--- src/rtl/rv_pkg.sv ---
// -----------------------------------------------------------------------------
// rv_pkg
// Shared definitions for the ready-valid compute slice.
//   rv_state_t  : state encoding of the upstream ready-valid controller
//   ptr_width() : pointer width for a circular buffer of a given depth,
//                 $clog2(depth) but never narrower than one bit
// -----------------------------------------------------------------------------
package rv_pkg;

    typedef enum logic [1:0] {
        IDLE    = 2'b00,
        COMPUTE = 2'b01,
        VALID   = 2'b10
    } rv_state_t;

    // A depth of 1 would give a zero-width pointer; keep one bit so the
    // pointer registers and compares stay well formed.
    function automatic int ptr_width(input int depth);
        return (depth > 1) ? $clog2(depth) : 1;
    endfunction

endpackage

--- src/rtl/rv_buffer_mem.sv ---
// -----------------------------------------------------------------------------
// rv_buffer_mem
// DEPTH x WIDTH storage for the output buffer: one write port with write
// enable, asynchronous read by index. The contents are not reset.
// Ports:
//   clk    : clock, write on rising edge
//   we     : write enable
//   waddr  : write index
//   wdata  : write payload
//   raddr  : read index
//   rdata  : payload at raddr (combinational)
// -----------------------------------------------------------------------------
module rv_buffer_mem #(
    parameter int WIDTH = 32,
    parameter int DEPTH = 2,
    parameter int PW    = 1
) (
    input  logic             clk,
    input  logic             we,
    input  logic [PW-1:0]    waddr,
    input  logic [WIDTH-1:0] wdata,
    input  logic [PW-1:0]    raddr,
    output logic [WIDTH-1:0] rdata
);

    logic [WIDTH-1:0] mem [DEPTH];

    always_ff @(posedge clk) begin
        if (we) begin
            mem[waddr] <= wdata;
        end
    end

    // The head entry must be visible in the same cycle the read pointer
    // moves, so the read is combinational.
    assign rdata = mem[raddr];

endmodule

--- src/rtl/rv_output_buffer.sv ---
// -----------------------------------------------------------------------------
// rv_output_buffer
// Elastic in-order output stage behind a ready-valid producer. Results are
// captured on push (in_valid && in_ready) and held in a circular FIFO until
// the consumer pops them (out_valid && out_ready). in_ready depends only on
// registered occupancy, so there is no out_ready -> in_ready path; when the
// buffer is full a pop in the same cycle does not open the input.
//
// Optional build macro RV_OUTPUT_BUFFER_BYPASS_EN: when empty and both
// in_valid and out_ready are high, the input passes straight to the output
// in that cycle without touching storage, pointers or count.
//
// Ports:
//   clk       : clock
//   reset     : synchronous active-high reset, discards all entries
//   in_valid  : producer result valid
//   in_ready  : buffer can accept a result (registered state only)
//   in_data   : producer result
//   out_valid : head entry valid
//   out_ready : consumer accepts head entry
//   out_data  : head entry payload
//   count     : current occupancy
// -----------------------------------------------------------------------------
module rv_output_buffer
    import rv_pkg::*;
#(
    parameter int WIDTH = 32,
    parameter int DEPTH = 2
) (
    input  logic                       clk,
    input  logic                       reset,
    input  logic                       in_valid,
    output logic                       in_ready,
    input  logic [WIDTH-1:0]           in_data,
    output logic                       out_valid,
    input  logic                       out_ready,
    output logic [WIDTH-1:0]           out_data,
    output logic [$clog2(DEPTH+1)-1:0] count
);

    localparam int PW = ptr_width(DEPTH);
    localparam int CW = $clog2(DEPTH + 1);

    logic [PW-1:0]    wr_ptr_reg, wr_ptr_next;
    logic [PW-1:0]    rd_ptr_reg, rd_ptr_next;
    logic [CW-1:0]    count_reg,  count_next;
    logic [WIDTH-1:0] rd_data;
    logic             not_empty;
    logic             bypass;
    logic             push;
    logic             pop;

    assign not_empty = (count_reg != '0);
    assign in_ready  = (count_reg < CW'(DEPTH));

`ifdef RV_OUTPUT_BUFFER_BYPASS_EN
    assign bypass = !not_empty && in_valid && out_ready;
`else
    assign bypass = 1'b0;
`endif

    // A bypassed beat is neither stored nor popped from storage.
    assign push = in_valid && in_ready && !bypass;
    assign pop  = not_empty && out_ready;

    assign out_valid = not_empty || bypass;
    assign out_data  = bypass ? in_data : rd_data;
    assign count     = count_reg;

    // DEPTH need not be a power of two, so wrap on an explicit compare.
    function automatic logic [PW-1:0] ptr_inc(input logic [PW-1:0] ptr);
        return (ptr == PW'(DEPTH - 1)) ? '0 : ptr + PW'(1);
    endfunction

    always_comb begin
        wr_ptr_next = wr_ptr_reg;
        rd_ptr_next = rd_ptr_reg;
        count_next  = count_reg;
        if (push) begin
            wr_ptr_next = ptr_inc(wr_ptr_reg);
        end
        if (pop) begin
            rd_ptr_next = ptr_inc(rd_ptr_reg);
        end
        case ({push, pop})
            2'b10:   count_next = count_reg + CW'(1);
            2'b01:   count_next = count_reg - CW'(1);
            default: count_next = count_reg;
        endcase
    end

    always_ff @(posedge clk) begin
        if (reset) begin
            wr_ptr_reg <= '0;
            rd_ptr_reg <= '0;
            count_reg  <= '0;
        end else begin
            wr_ptr_reg <= wr_ptr_next;
            rd_ptr_reg <= rd_ptr_next;
            count_reg  <= count_next;
        end
    end

    // Storage writes are gated by reset so a handshake in the reset cycle
    // leaves no trace (contents are don't-care anyway once count is zero).
    rv_buffer_mem #(
        .WIDTH (WIDTH),
        .DEPTH (DEPTH),
        .PW    (PW)
    ) u_mem (
        .clk   (clk),
        .we    (push && !reset),
        .waddr (wr_ptr_reg),
        .wdata (in_data),
        .raddr (rd_ptr_reg),
        .rdata (rd_data)
    );

endmodule

--- config.mk ---
export PLATFORM = sky130hd
export DESIGN_NAME = rv_output_buffer
export DESIGN_NICKNAME = d
export VERILOG_FILES = /design/src/rtl/rv_pkg.sv /design/src/rtl/rv_buffer_mem.sv /design/src/rtl/rv_output_buffer.sv
export SDC_FILE = /design/constraint.sdc
export NUM_CORES = 1
export LEC_CHECK = 0
export ABC_AREA = 1
export BUFFER_PORTS_ARGS = -buffer_cell sky130_fd_sc_hd__buf_2
export CORE_MARGIN = 3
export CORE_UTILIZATION = 35
export CTS_CLUSTER_SIZE = 8
export DETAILED_ROUTE_END_ITERATION = 6
export PLACE_DENSITY = 0.62
export SETUP_SLACK_MARGIN = 0.3
export SYNTH_ARGS = -nofsm -noshare
export SYNTH_HDL_FRONTEND = slang
export SYNTH_SLANG_ARGS = --single-unit
--- constraint.sdc ---
create_clock -name clk -period 3 [get_ports clk]
set_input_delay 0.15 -clock clk [delete_from_list [all_inputs] [get_ports clk]]
set_output_delay 0.15 -clock clk [all_outputs]
set_load 0.02 [all_outputs]
==> flow_metrics.env <==
export IMPL_grt_overflow_total=0
export IMPL_clkTransAtPathRegs_ns=0.06
export IMPL_cts_tree="done"
export IMPL_fin_ws_ns=0.932
export IMPL_largest_reg_flops=64
export IMPL_dieWidth_um=93.9
export IMPL_hold_ws_ns=0.0218
export IMPL_grt_pass1_wl_mm=7.29
export IMPL_nets=281
export IMPL_port_buffers=71
export IMPL_rows=31
export IMPL_core_area_um2=7370
export IMPL_fin_cells=346
export IMPL_routed_via_density=4.26
export IMPL_clk_latency_ns=0.32
export IMPL_arrival_ns=1.92
export IMPL_worstPathRequired_ns=2.85
export IMPL_mostFrequentLayoutCell="buf_2"
export IMPL_ys_warn_count=0
export IMPL_dp_cells=306
export IMPL_synthCells=137
export IMPL_gp_congestion=0.687
export IMPL_status="finished clean"
export IMPL_dieArea_um2=8820
export IMPL_final_cell_mix="buf_2 (71), edfxtp_1 (64), mux2_4 (30)"
export IMPL_drc_errors=0
export IMPL_fin_crit_ns=2.07
export IMPL_wl_per_cell_um=12.9
export IMPL_cp_max_fo=19
export IMPL_dr_pass1_iters=4
export IMPL_clockBufferDepth=2
export IMPL_power_leakage_nw=1.43
export IMPL_numCtsBuffers=9
export IMPL_drtAntennaViolNets=0
export IMPL_fmax_mhz=483
export IMPL_setup_viol_count_final=0
export IMPL_fillers=653
export IMPL_postCtsSetupRepairBufs=0
export IMPL_diodes=0
export IMPL_io_pins=72
export IMPL_multi_input_area_um2=601
export IMPL_path_class="flip-flop to output pin"
export IMPL_track_usage=0.112
export IMPL_ys_seq_area_frac=0.747
export IMPL_syn_area_per_cell_um2=19.7
export IMPL_final_core_util=0.487
export IMPL_grt_antenna_before_repair=0
export IMPL_maxCapViolations=0
export IMPL_p_total_mw=2.47
export IMPL_numClockSinks=69
export IMPL_fin_crit_sh=0.689
export IMPL_irDropWorstVdd_mv=0.422
export IMPL_slew_violations=0
export IMPL_worstMarginPinSlew_ns=0.475
export IMPL_netlist_area_um2=2710
export IMPL_regArea_um2=2020
export IMPL_powerDensity_nw_per_um2=688
export IMPL_min_path_type="input port to flip-flop"
export IMPL_final_area_um2=3590
export IMPL_hold_viol=0
export IMPL_synth_nets=174
export IMPL_root_buffer="clkbuf_8"
export IMPL_rsz0062_at_grt="false"
export IMPL_cp_end_kind="output pin"
export IMPL_maxSlewHeadroom=0.683
export IMPL_drive_gt1_frac=0.486
export IMPL_initial_core_util=0.367
export IMPL_final_setup_skew_ns=0.00505
export IMPL_grt_pass1_vias=1544
export IMPL_place_ws_ns=1.24
export IMPL_drtIter0Drc=32
export IMPL_routed_wl_mm=4.48
export IMPL_tns_ns=0
export IMPL_cts_htree_levels=3
export IMPL_yosys_cell_types_count=15
export IMPL_ys_ff_latch=69
export IMPL_vias=1474
export IMPL_dieHeight_um=93.9
export IMPL_placed_area_um2=3160
export IMPL_hpwl_mm=2.89
export IMPL_startpoint_type="flip-flop"
export IMPL_grt_max_degree=33
export IMPL_syn_to_final_growth_pct=32.6
==> critical path: stages (launching register included) <==
cell and delay, ns:
dfxtp_2 0.63, buf_4 0.43, mux2_2 0.38, buf_2 0.16
==> metal layers <==
| layer | track usage | wire (um) | vias up |
|---|---|---|---|
| li1 | - | - | 723 |
| met1 | 0.125 | 1820 | 694 |
| met2 | 0.187 | 2310 | 46 |
| met3 | 0.0248 | 221 | 11 |
| met4 | 0.0794 | 122 | 0 |
| met5 | 0 | 0 | - |
==> cell usage after synthesis <==
cell type,instances,area (um^2)
nand2_1,8,30.0
mux2_2,2,22.5
dfxtp_1,5,100
nor2_1,8,30.0
buf_12,3,60.1
edfxtp_1,64,1920
buf_6,1,11.3
ha_1,1,12.5
o21ai_0,2,10.0
nand4_1,1,6.26
inv_1,8,30.0
a21oi_1,2,10.0
nor3_1,1,5.00
nand3_1,1,5.00
mux2_4,30,450
==> area by class of cell <==
type / count / share of cell area
clock inverters: 3 / 0.0108
repair buffers: 100 / 0.178
well taps: 99 / 0.0345
multi-input cells: 56 / 0.167
flip-flops and latches: 69 / 0.564
clock buffers: 11 / 0.0366
inverters: 8 / 0.00837
==> final timing paths <==
kind,slack (ns),from,depth (start not counted),to
min reg2reg,0.47,wr_ptr_reg,2,wr_ptr_reg
min,0.02,in_data[22],1,u_mem.mem[0][22]
max,0.93,flip-flop,3,out_data[2]
max reg2reg,1.55,count[1],4,u_mem.mem[1][17]
==> cells by family after synthesis <==
| group | synth area share |
|---|---|
| buf+inv | 0.0375 |
| mux | 0.175 |
| flops | 0.747 |
| simple gates | 0.0282 |
| compound gates | 0.00740 |
| fa+ha+maj | 0.00462 |
==> power breakdown <==
part / internal [mW] / total [mW] / leakage, nW / switching [mW]
Combinational: 0.284 / 0.612 / 0.718 / 0.328
Clock: 0.371 / 0.665 / 0.0867 / 0.294
Sequential: 1.14 / 1.19 / 0.628 / 0.0481
Total: 1.80 / 2.47 / 1.43 / 0.671
==> repair_timing <==
item / in CTS / in global routing
endpoints found under the hold margin: 52 / 0
setup endpoints to repair: 0 / 0
hold buffers: 26 / 0
resized for setup: 0 / 0
(Power assumes the default switching activity.)
